File: config.mk
export PLATFORM = sky130hd
export DESIGN_NAME = hex_display_avs
export DESIGN_NICKNAME = d
export VERILOG_FILES = /design/src/rtl/hex_display_pkg.sv /design/src/rtl/hex_display_seg.sv /design/src/rtl/hex_display_avs.sv
export SDC_FILE = /design/constraint.sdc
export NUM_CORES = 1
export LEC_CHECK = 0
export ABC_AREA = 1
export BUFFER_PORTS_ARGS = -buffer_cell sky130_fd_sc_hd__buf_2
export CORE_MARGIN = 2
export CORE_UTILIZATION = 55
export CTS_BUF_LIST = sky130_fd_sc_hd__clkbuf_8 sky130_fd_sc_hd__clkbuf_16
export DETAILED_ROUTE_END_ITERATION = 12
export PLACE_DENSITY_LB_ADDON = 0.1
export SETUP_SLACK_MARGIN = 0.02
export SYNTH_ARGS = -nofsm -noshare
export SYNTH_HDL_FRONTEND = slang
export SYNTH_SLANG_ARGS = --single-unit
File: constraint.sdc
create_clock -name clk -period 2.85 [get_ports clk]
set_input_delay 0.285 -clock clk [delete_from_list [all_inputs] [get_ports clk]]
set_output_delay 0.285 -clock clk [all_outputs]
set_load 0.02 [all_outputs]
File: src/rtl/hex_display_pkg.sv
// Shared constants, register map and segment decode for the DE1-SoC hex display slave.
package hex_display_pkg;

    localparam int unsigned ADDR_W = 3;
    localparam int unsigned DATA_W = 32;
    localparam int unsigned SEG_W  = 7;

    localparam logic [ADDR_W-1:0] ADDR_VALUE = 3'd0;
    localparam logic [ADDR_W-1:0] ADDR_CTRL  = 3'd1;
    localparam logic [ADDR_W-1:0] ADDR_RAWLO = 3'd2;
    localparam logic [ADDR_W-1:0] ADDR_RAWHI = 3'd3;
    localparam logic [ADDR_W-1:0] ADDR_BLINK = 3'd4;
    localparam logic [ADDR_W-1:0] ADDR_ID    = 3'd5;

    localparam logic [DATA_W-1:0] HEX_ID = 32'h4845_5836;

    localparam int unsigned CTRL_ENABLE = 0;
    localparam int unsigned CTRL_RAW    = 1;
    localparam int unsigned CTRL_LZ     = 2;

    localparam logic [SEG_W-1:0] SEG_OFF = 7'h7F;

    // Implemented bits of each register; everything else reads as zero.
    localparam logic [DATA_W-1:0] MASK_VALUE = 32'h00FF_FFFF;
    localparam logic [DATA_W-1:0] MASK_CTRL  = 32'h0000_0007;
    localparam logic [DATA_W-1:0] MASK_RAWLO = 32'h7F7F_7F7F;
    localparam logic [DATA_W-1:0] MASK_RAWHI = 32'h0000_7F7F;
    localparam logic [DATA_W-1:0] MASK_BLINK = 32'h0000_003F;

    localparam logic [DATA_W-1:0] RST_RAWLO = 32'h7F7F_7F7F;
    localparam logic [DATA_W-1:0] RST_RAWHI = 32'h0000_7F7F;

    // Active-low {g,f,e,d,c,b,a} patterns for 0..F.
    function automatic logic [SEG_W-1:0] seg_decode(input logic [3:0] nibble);
        logic [SEG_W-1:0] seg;
        case (nibble)
            4'h0:    seg = 7'h40;
            4'h1:    seg = 7'h79;
            4'h2:    seg = 7'h24;
            4'h3:    seg = 7'h30;
            4'h4:    seg = 7'h19;
            4'h5:    seg = 7'h12;
            4'h6:    seg = 7'h02;
            4'h7:    seg = 7'h78;
            4'h8:    seg = 7'h00;
            4'h9:    seg = 7'h10;
            4'hA:    seg = 7'h08;
            4'hB:    seg = 7'h03;
            4'hC:    seg = 7'h46;
            4'hD:    seg = 7'h21;
            4'hE:    seg = 7'h06;
            default: seg = 7'h0E;
        endcase
        return seg;
    endfunction

    function automatic logic [DATA_W-1:0] byte_merge(input logic [DATA_W-1:0] old_val,
                                                     input logic [DATA_W-1:0] wdata,
                                                     input logic [3:0]        be);
        logic [DATA_W-1:0] res;
        res = old_val;
        for (int b = 0; b < 4; b++) begin
            if (be[b]) res[8*b +: 8] = wdata[8*b +: 8];
        end
        return res;
    endfunction

endpackage

File: src/rtl/hex_display_seg.sv
// Combinational nibble to seven-segment decoder, one instance per digit.
module hex_seg_decoder
    import hex_display_pkg::*;
(
    input  logic [3:0]       nibble,
    output logic [SEG_W-1:0] seg_c
);

    assign seg_c = seg_decode(nibble);

endmodule

File: src/rtl/hex_display_avs.sv
// Avalon-MM slave driving six active-low seven-segment digits.
// Optional blink logic is built when HEX_BLINK_EN is defined.
module hex_display_avs
    import hex_display_pkg::*;
#(
    parameter int unsigned NUM_DIGITS = 6,
    parameter int unsigned BLINK_DIV  = 25_000_000
) (
    input  logic              clk,
    input  logic              reset_n,
    input  logic [ADDR_W-1:0] avs_address,
    input  logic              avs_read,
    input  logic              avs_write,
    input  logic [DATA_W-1:0] avs_writedata,
    input  logic [3:0]        avs_byteenable,
    output logic [DATA_W-1:0] avs_readdata,
    output logic              avs_readdatavalid,
    output logic              avs_waitrequest,
    output logic [SEG_W-1:0]  hex0,
    output logic [SEG_W-1:0]  hex1,
    output logic [SEG_W-1:0]  hex2,
    output logic [SEG_W-1:0]  hex3,
    output logic [SEG_W-1:0]  hex4,
    output logic [SEG_W-1:0]  hex5
);

    if (BLINK_DIV < 2) begin : g_div_check
        $error("BLINK_DIV must be at least 2");
    end

    logic [DATA_W-1:0] value_q;
    logic [DATA_W-1:0] ctrl_q;
    logic [DATA_W-1:0] rawlo_q;
    logic [DATA_W-1:0] rawhi_q;
    logic [DATA_W-1:0] blink_rd_c;
    logic [NUM_DIGITS-1:0] blink_bits_c;
    logic              blink_phase_c;
    logic [DATA_W-1:0] rd_mux_c;

    assign avs_waitrequest = 1'b0;

    // Writable registers with per-lane update and unimplemented bits forced to zero.
    always_ff @(posedge clk or negedge reset_n) begin
        if (!reset_n) begin
            value_q <= '0;
            ctrl_q  <= '0;
            rawlo_q <= RST_RAWLO;
            rawhi_q <= RST_RAWHI;
        end else if (avs_write) begin
            case (avs_address)
                ADDR_VALUE: value_q <= byte_merge(value_q, avs_writedata, avs_byteenable) & MASK_VALUE;
                ADDR_CTRL:  ctrl_q  <= byte_merge(ctrl_q,  avs_writedata, avs_byteenable) & MASK_CTRL;
                ADDR_RAWLO: rawlo_q <= byte_merge(rawlo_q, avs_writedata, avs_byteenable) & MASK_RAWLO;
                ADDR_RAWHI: rawhi_q <= byte_merge(rawhi_q, avs_writedata, avs_byteenable) & MASK_RAWHI;
                default: ;
            endcase
        end
    end

`ifdef HEX_BLINK_EN
    localparam int unsigned CNT_W = $clog2(BLINK_DIV);

    logic [CNT_W-1:0]  blink_cnt_q;
    logic              blink_phase_q;
    logic [DATA_W-1:0] blink_mask_q;
    logic              blink_clr_c;

    assign blink_clr_c = avs_write && (avs_address == ADDR_CTRL || avs_address == ADDR_BLINK);

    // Half-period counter; reconfiguring restarts it so the blink starts visible.
    always_ff @(posedge clk or negedge reset_n) begin
        if (!reset_n) begin
            blink_cnt_q   <= '0;
            blink_phase_q <= 1'b0;
            blink_mask_q  <= '0;
        end else begin
            if (avs_write && avs_address == ADDR_BLINK) begin
                blink_mask_q <= byte_merge(blink_mask_q, avs_writedata, avs_byteenable) & MASK_BLINK;
            end
            if (blink_clr_c) begin
                blink_cnt_q   <= '0;
                blink_phase_q <= 1'b0;
            end else if (blink_cnt_q == CNT_W'(BLINK_DIV - 1)) begin
                blink_cnt_q   <= '0;
                blink_phase_q <= ~blink_phase_q;
            end else begin
                blink_cnt_q <= blink_cnt_q + CNT_W'(1);
            end
        end
    end

    assign blink_phase_c = blink_phase_q;
    assign blink_bits_c  = blink_mask_q[NUM_DIGITS-1:0];
    assign blink_rd_c    = blink_mask_q;
`else
    assign blink_phase_c = 1'b0;
    assign blink_bits_c  = '0;
    assign blink_rd_c    = '0;
`endif

    always_comb begin
        rd_mux_c = '0;
        case (avs_address)
            ADDR_VALUE: rd_mux_c = value_q;
            ADDR_CTRL:  rd_mux_c = ctrl_q;
            ADDR_RAWLO: rd_mux_c = rawlo_q;
            ADDR_RAWHI: rd_mux_c = rawhi_q;
            ADDR_BLINK: rd_mux_c = blink_rd_c;
            ADDR_ID:    rd_mux_c = HEX_ID;
            default:    rd_mux_c = '0;
        endcase
    end

    // Fixed one-cycle read latency; data holds between reads.
    always_ff @(posedge clk or negedge reset_n) begin
        if (!reset_n) begin
            avs_readdata      <= '0;
            avs_readdatavalid <= 1'b0;
        end else begin
            avs_readdatavalid <= avs_read;
            if (avs_read) avs_readdata <= rd_mux_c;
        end
    end

    logic [NUM_DIGITS-1:0][SEG_W-1:0] dec_seg_c;
    logic [NUM_DIGITS-1:0][SEG_W-1:0] raw_seg_c;
    logic [NUM_DIGITS-1:0]            lz_keep_c;

    // A digit survives leading-zero blanking if it or any higher nibble is nonzero.
    for (genvar i = 0; i < NUM_DIGITS; i++) begin : g_digit
        hex_seg_decoder u_dec (
            .nibble (value_q[4*i +: 4]),
            .seg_c  (dec_seg_c[i])
        );
        if (i < 4) begin : g_lo
            assign raw_seg_c[i] = rawlo_q[8*i +: SEG_W];
        end else begin : g_hi
            assign raw_seg_c[i] = rawhi_q[8*(i-4) +: SEG_W];
        end
        if (i == 0) begin : g_d0
            assign lz_keep_c[i] = 1'b1;
        end else begin : g_dn
            assign lz_keep_c[i] = |value_q[4*NUM_DIGITS-1 : 4*i];
        end
    end

    logic [NUM_DIGITS-1:0][SEG_W-1:0] s1_seg_q;
    logic                             s1_en_q;
    logic [NUM_DIGITS-1:0]            s1_blank_q;
    logic [NUM_DIGITS-1:0][SEG_W-1:0] hex_q;

    // Stage 1: segment source select plus the matching enable / blanking state.
    always_ff @(posedge clk or negedge reset_n) begin
        if (!reset_n) begin
            s1_seg_q   <= {NUM_DIGITS{SEG_OFF}};
            s1_en_q    <= 1'b0;
            s1_blank_q <= '0;
        end else begin
            s1_seg_q   <= ctrl_q[CTRL_RAW] ? raw_seg_c : dec_seg_c;
            s1_en_q    <= ctrl_q[CTRL_ENABLE];
            s1_blank_q <= (!ctrl_q[CTRL_RAW] && ctrl_q[CTRL_LZ]) ? ~lz_keep_c : '0;
        end
    end

    // Stage 2: apply masks and drive the pins.
    always_ff @(posedge clk or negedge reset_n) begin
        if (!reset_n) begin
            hex_q <= {NUM_DIGITS{SEG_OFF}};
        end else begin
            for (int i = 0; i < NUM_DIGITS; i++) begin
                hex_q[i] <= (!s1_en_q || s1_blank_q[i] || (blink_phase_c && blink_bits_c[i]))
                            ? SEG_OFF : s1_seg_q[i];
            end
        end
    end

    assign hex0 = hex_q[0];
    assign hex1 = hex_q[1];
    assign hex2 = hex_q[2];
    assign hex3 = hex_q[3];
    assign hex4 = hex_q[4];
    assign hex5 = hex_q[5];

endmodule
# == Word-level counts from Yosys, hierarchy flattened ==
# Memories as Yosys holds them, arrays and structs flattened.
# Cells that the tools add are included.
# Widths: inputs -> output; s select.
# op_classes
mul,0
bitwise_logic,1
n_eq_ne,4
n_addsub,0
reduce_logical,25
n_lt_le_gt_ge,0
muxes,9
div_mod_pow,0
shift,0
# op_table
cell,count
$pmux 31 s5,1
$mux 42,1
$mux 7,6
$reduce_and 3->1,10
$reduce_or 20->1,1
$reduce_or 16->1,1
$reduce_or 12->1,1
$reduce_or 8->1,1
$eq 3x2->1 const B,2
$logic_or 1x1->1,6
$mux 6,1
$not 6->6,1
$reduce_or 4->1,1
$eq 3x1->1 const B,1
$eq 3x3->1 const B,1
$logic_not 3->1,1
$logic_not 1->1,2
$logic_and 1x1->1,1
# word_totals
output_inout_bits,76
n_memories,6
mem_bits_rw,0
mem_bits_ro,672
latch_bits,0
word_cells,71
register_bits,193
# mem_list
memory,depth,word_bits,rd,rd_clocked_by_memory_dff,wr,line_no,rtl
(name not given),16,7,1,0,0,hex_display_pkg.sv:36,case (nibble)
(name not given),16,7,1,0,0,hex_display_pkg.sv:36,
(name not given),16,7,1,0,0,hex_display_pkg.sv:36,
(name not given),16,7,1,0,0,hex_display_pkg.sv:36,
(name not given),16,7,1,0,0,hex_display_pkg.sv:36,
(name not given),16,7,1,0,0,hex_display_pkg.sv:36,

# == Longest topological paths before layout ==
# Gate-level depths: netlist of the first run.
# logic_depth
word_depth,3
depth_mapped,9
mapped_depth_nobuf,8

# == By module ==
# Synthesis of the first run repeated with hierarchy kept, for this count alone.
# hier_totals
cells_unflattened,1146
area_unflattened_um2,9495.4
# by_module_without_submodules
module,n_inst,area_per_inst_um2,cells_each,seq_area_each_um2
hex_display_avs,1,7847.5,852,4937.2
hex_seg_decoder at g_digit[0].u_dec ...,5,274.0,49,0.0
hex_seg_decoder at g_digit[2].u_dec,1,277.8,49,0.0

# == Worst setup path before layout of the first run ==
# Ideal clock, no wire load.
# synth_timing
kind,register to register
start,register value_q[9]
end,register s1_seg_q[18] (netlist name)
period_less_slack_ns,1.246
path_stages_with_launch,8
required_time_ns,2.765
arrival_ns,1.161
path_slack_ns,1.604
path_buffers,0
path_cell_list,dfrtp_1 > inv_1 > ha_1 > inv_1 > nor2_1 > or2_2 > inv_1 > o21ai_0
# synth_between
elab_chain_len,2
# synth_rtl
element,line_no,rtl
start: declaration,hex_display_avs.sv:31,logic [DATA_W-1:0] value_q;
start signal: assignment,hex_display_avs.sv:51,"ADDR_VALUE: value_q <= byte_merge(value_q, avs_writedata, avs_byteenable) & MASK_VALUE;"
$mem_v2 16x7,n/a,
$mux 42,hex_display_avs.sv:159,s1_seg_q <= ctrl_q[CTRL_RAW] ? raw_seg_c : dec_seg_c;
end signal: assignment,hex_display_avs.sv:155,s1_seg_q <= {NUM_DIGITS{SEG_OFF}};
end signal: assignment,hex_display_avs.sv:159,
end: declaration,hex_display_avs.sv:147,logic [NUM_DIGITS-1:0][SEG_W-1:0] s1_seg_q;
# Every way passes these cells.
# A chain may end at the register's enable or synchronous reset.

# == Worst setup path in the final report of the first run ==
# layout_timing
start,register value_q[16]
end,register s1_blank_q[3]
# layout_between
elab_chain_len,3
# layout_rtl
element,line_no,rtl
$reduce_or 12->1,hex_display_avs.sv:143,assign lz_keep_c[i] = |value_q[4*NUM_DIGITS-1 : 4*i];
$not 6->6,hex_display_avs.sv:161,s1_blank_q <= (!ctrl_q[CTRL_RAW] && ctrl_q[CTRL_LZ]) ? ~lz_keep_c : '0;
$mux 6,hex_display_avs.sv:161,
end signal: assignment,hex_display_avs.sv:161,
end: declaration,hex_display_avs.sv:149,logic [NUM_DIGITS-1:0] s1_blank_q;
# Every way passes these cells.

==> results.txt, run 1 <==
CTS tree -> built
Worst-path clk slew -> 0.07 ns
Worst Setup SP -> value_q[16]
Net Sw Power -> 2.69 mW
final hold slack -> 0.0490 ns
CTS Buffer Depth -> 2
Peak Freq -> 589 MHz
num rows -> 46
skew final -> 0.0106 ns
via/cell ratio -> 5.20
post-synthesis sequential area ratio -> 55.0%
Tcrit/Tclk final -> 59.5%
share of cells above drive strength 1 -> 26.5%
Reg power frac -> 48.4%
clock sinks -> 191
vias in the first global route -> 6,595
CTS H-Tree Depth -> 4
clk_lat worst skew -> 0.43 ns
Worst Setup EP -> s1_blank_q[3]
TritonCTS Buffers -> 17
mapped cell area -> 8980 um^2
setup TNS -> 0 ns
EDFF count, synth -> 0
Clk network pwr share -> 28.2%
Mean Syn Cell Area -> 8.64 um^2
Die W -> 132 um
predominant post-synthesis flop cell -> dfstp_2
synthesized flop and latch total -> 191
CP max FO -> 5
RR Startpoint -> value_q[16]
HPWL after detailed placement -> 14,800 um
Chip Height -> 132 um
WL/cell -> 15.4 um
outcome -> finished, final reports clean
Initial Util -> 56.3%
Worst-Margin Slew -> 1.08 ns
Root Driver -> clkbuf_16
static leakage -> 5.10 nW
Mapped Cells -> 1,039
Area contributors post-synth -> dfstp_2 (37%), dfrtp_1 (18%), nand2_1 (13%)
Internal -> 5.66 mW
Yosys warnings -> 0
Ports -> 119
sw frac -> 32.2%
GPL Wtd Cong -> 0.919
area leader, netlist -> dfstp_2
worst hold path class -> in2reg
crit start category -> flop
DR pass1 iterations -> 6
remaining global-route overflow -> 0
RSZ-0062 raised after global routing -> false
Crit Path Class -> reg2reg
Final WS setup -> 1.15 ns
most common cell after layout, fill and taps aside -> nand2_1
drt initial violations -> 493
# resized after CTS -> 0
reg2reg end -> s1_blank_q[3]
post-route ant nets -> 0
flop2flop setup slack -> 1.15 ns
initial antenna violation count -> 0
commonest non-fill, non-tap cells in the layout -> nand2_1 (319), dfstp_2 (126), buf_2 (114)
Unique masters post-synth -> 34
FFs w/ async S/R, synth -> 100%
global-route wire length before repair -> 34,500 um
DRT Wirelength -> 21,000 um
share of the synthesized area in the top cell type -> 36.9%
MaxCap Viol Count -> 0
Required @ worst endpoint -> 3.22 ns
fin crit period -> 1.70 ns
final slew viol count -> 0
FF-to-FF path depth -> 6
pre-CTS WS -> 0.852 ns
# port buffers -> 115
Final Net Count -> 1,210
die area -> 17,400 um^2
pin count of the biggest net entering global routing -> 65
Power Density -> 815 nW/um^2
min-delay src -> avs_writedata[29]
Placeable Area -> 15,900 um^2
Hold Fails Final Rpt -> 0
Slew headroom -> 27.6%
Final Util -> 64.2%
fillers -> 1,380
antenna cells -> 0
Residual DRC -> 0
# setup viols final -> 0
Syn-to-layout area delta -> 14.0%
via count -> 7,081
Worst EP arrival -> 2.07 ns
CP Capture Type -> flop
Peak VDD IR -> 0.000432 V
combinational power share -> 23.4%
Total GRT Usage -> 25.1%
==> worst max-delay path: stages (launching register included) <==
cell	delay (ns)
dfrtp_1	0.43
inv_1	0.18
ha_1	0.25
nand3_1	0.19
nor2_1	0.40
nand2_1	0.10
inv_1	0.08
==> how the worst min path moves through the flow <==
stage                            to  cells past startpoint
floorplan           avs_readdata[0]                      0
global placement    avs_readdata[0]                      1
detailed placement  avs_readdata[0]                      1
CTS                     rawlo_q[29]                      3
global route            rawlo_q[24]                      3
finish                  rawlo_q[29]                      3
==> kinds of logic (layout without fill, tap and decap cells) <==
kind of cell    after synthesis  count (layout)  synth area share, %
compound gates              181             181                 10.7
fa+ha+maj                    32              32                 4.46
buf+inv                     164             271                 7.85
flops                       191             191                 55.0
other cells                   1               2               0.0418
simple gates                470             470                 22.0
==> registers in the layout (all words and copies together) (netlist names) <==
signal / cells
avs_readdatavalid: 1
rawhi_q: 14
hex3: 7
s1_blank_q: 5
rawlo_q: 28
s1_seg_q: 42
avs_readdata: 31
hex5: 7
hex2: 7
value_q: 24
hex4: 7
hex1: 7
hex0: 7
s1_en_q: 1
ctrl_q: 3
==> final cells by class <==
class	count	area, um^2	share of cell area [%]
inverters	116	440	4.30
clock buffers	20	467	4.56
clock inverters	11	116	1.14
flip-flops and latches	191	4940	48.2
repair buffers	124	664	6.49
multi-input cells	685	3340	32.6
well taps	216	270	2.64
==> metrics by stage <==
step           cell area (um^2)  power, mW  std cells
2_1_floorplan              8980       5.37       1040
3_3_place_gp               9640       5.97       1331
3_5_place_dp               9640       6.02       1331
4_1_cts                   10200       8.38       1363
5_1_grt                   10200       8.82       1363
6_report                  10200       8.34       1363
==> per-layer routing <==
layer | track usage (%) | vias up | routed length, um
met5 | 0 | - | 0
met4 | 7.79 | 0 | 341
met3 | 3.73 | 26 | 1070
met2 | 40.3 | 237 | 10000
met1 | 35.7 | 3323 | 9550
li1 | - | 3495 | -
==> cells in the mapped netlist, types with 2 or more instances <==
master,n
nor2_1,60
nand2_2,5
a21oi_2,2
o21ai_0,47
dfrtp_1,65
o21ai_1,80
nand2_4,4
inv_4,2
ha_1,32
or2_2,8
nand3_1,52
buf_4,6
buf_6,5
clkinv_1,2
o211ai_1,7
a21oi_1,28
nand4_1,17
inv_2,2
nand2_1,319
buf_2,18
o31ai_1,3
dfstp_2,126
a31oi_1,13
inv_1,110
clkbuf_1,17
==> timing repair <==
item                                    CTS  global route
buffers inserted                          0             0
hold buffers                              1             0
endpoints found under the setup margin    0             0
endpoints found under the hold margin    25             0
==> power groups by stage <==
stage / Sequential (mW) / Clock (mW) / Combinational (mW)
2_1_floorplan: 4.19 / 0 / 1.18
3_3_place_gp: 4.06 / 0 / 1.91
3_5_place_dp: 4.08 / 0 / 1.95
4_1_cts: 4.04 / 2.37 / 1.96
5_1_grt: 4.12 / 2.49 / 2.21
6_report: 4.04 / 2.35 / 1.95
Note: power is estimated with default switching activity, not from simulation.
==> run 2: changes to the inputs <==
- CORE_UTILIZATION: 55 -> 52
- clock period: 2.85 -> 1.5 ns (I/O delays scaled with it)
==> run 2 against run 1 <==
Compared with the run above: combinational power up 110%; largest power group unchanged; die area is 5.6% higher; flip-flop and latch count unchanged; first-iteration DRC count increased by 2.6%; total power grew 91%; register-to-register slack worse by 0.99 ns.
==> results.txt, run 2 (same netlist as run 1, synthesis figures left out) <==
outcome -> finished, final reports clean
max FFs per register -> 42
drt initial violations -> 506
Final Net Count -> 1,262
CP max FO -> 9
Crit Path Class -> reg2reg
antenna cells -> 0
Ports -> 119
area of the multi-input gates -> 3340 um^2
HPWL after detailed placement -> 15,700 um
Hold Fails Final Rpt -> 0
Initial Util -> 52.6%
Peak Freq -> 745 MHz
Syn-to-layout area delta -> 19.3%
worst hold path class -> in2reg
CTS H-Tree Depth -> 4
Residual DRC -> 0
most common cell after layout, fill and taps aside -> nand2_1
Peak VDD IR -> 0.000953 V
DRT Wirelength -> 22,100 um
flop2flop setup slack -> 0.16 ns
DR pass1 iterations -> 6
Worst-path clk slew -> 0.07 ns
final slew viol count -> 0
WHS Path Cells -> 3
reg2reg end -> s1_seg_q[12]
static leakage -> 5.36 nW
fin crit period -> 1.34 ns
Root Driver -> clkbuf_16
# setup viols final -> 0
vias in the first global route -> 6,846
clock sinks -> 191
Chip Height -> 135 um
commonest non-fill, non-tap cells in the layout -> nand2_1 (319), dfstp_2 (126), buf_2 (114)
CP Capture Type -> flop
via/cell ratio -> 5.13
Final WS setup -> 0.158 ns
WHS Endpoint -> rawhi_q[10]
CTS Buffer Depth -> 2
post-route ant nets -> 0
# port buffers -> 115
via count -> 7,314
GPL Wtd Cong -> 0.940
Final Util -> 62.8%
Die W -> 135 um
TritonCTS Buffers -> 17
top flop regs -> s1_seg_q x42, avs_readdata x31, rawlo_q x28
setup TNS -> 0 ns
Required @ worst endpoint -> 1.86 ns
MaxCap Viol Count -> 0
skew final -> 0.00623 ns
FF-to-FF path depth -> 6
Placeable Area -> 17,100 um^2
num rows -> 48
final hold slack -> 0.0148 ns
Tcrit/Tclk final -> 89.4%
Total GRT Usage -> 25.4%
clk_lat worst skew -> 0.43 ns
most flop-heavy register -> s1_seg_q
global-route wire length before repair -> 35,900 um
CTS tree -> built
min-delay src -> avs_writedata[10]
fillers -> 1,461
pre-CTS WS -> 0.118 ns
WL/cell -> 15.5 um
remaining global-route overflow -> 0
RR Startpoint -> value_q[6]
initial antenna violation count -> 0
die area -> 18,300 um^2
Worst EP arrival -> 1.70 ns
Sequential cell area -> 4940 um^2
share of cells above drive strength 1 -> 28.6%
crit start category -> flop
pin count of the biggest net entering global routing -> 48
RSZ-0062 raised after global routing -> true
total power -> 15.9 mW
Power Density -> 1490 nW/um^2
## run 2: metal layers
layer	part of all wire, %	vias up	GRT usage, %
met4	1.3	0	7.00
met3	5.9	24	4.19
met2	48	254	40.4
met5	0	-	0
met1	45	3437	36.4
li1	-	3599	-
## run 2: what timing repair did
action | CTS | global route
gates resized for setup | 0 | 3
endpoints found under the hold margin | 96 | 0
hold buffers | 19 | 0
endpoints found under the setup margin | 0 | 6
buffers inserted | 0 | 0
## run 2: cell type report
type | instances | area share, %
clock inverters | 13 | 0.794
well taps | 225 | 2.63
repair buffers | 176 | 10.9
clock buffers | 19 | 4.33
multi-input cells | 685 | 31.2
inverters | 116 | 4.11
flip-flops and latches | 191 | 46.1
## run 2: critical path: stages (launching register included)
cell and delay [ns]:
dfrtp_1 0.52, inv_1 0.17, nor2_1 0.20, nand2_1 0.09
o21ai_0 0.08, nor2_1 0.08, nor2_1 0.13
## run 2: stage by stage
step                cell area [um^2]  cells
CTS                            10700   1425
detailed placement              9970   1374
finish                         10700   1425
global placement                9970   1374
global route                   10700   1425
floorplan                       8980   1040
## run 2: worst max-delay path by stage
| stage | start | to | slack, ns | depth (start not counted) |
|---|---|---|---|---|
| after floorplan | value_q[9] | s1_seg_q[18] | 0.25 | 7 |
| after CTS | value_q[20] | s1_blank_q[1] | 0.1 | 6 |
| after global placement | value_q[20] | s1_blank_q[1] | 0.15 | 6 |
| final | value_q[6] | s1_seg_q[12] | 0.16 | 6 |
| after global routing | value_q[4] | s1_seg_q[7] | 0.006 | 8 |
| after detailed placement | value_q[20] | s1_blank_q[1] | 0.12 | 6 |
## run 2: where the power goes
part           total, mW  internal (mW)  switching [mW]  leakage [nW]
Sequential          7.57           6.95           0.627          2.17
Combinational       4.15           1.48            2.66          2.91
Clock               4.22           2.26            1.96         0.282
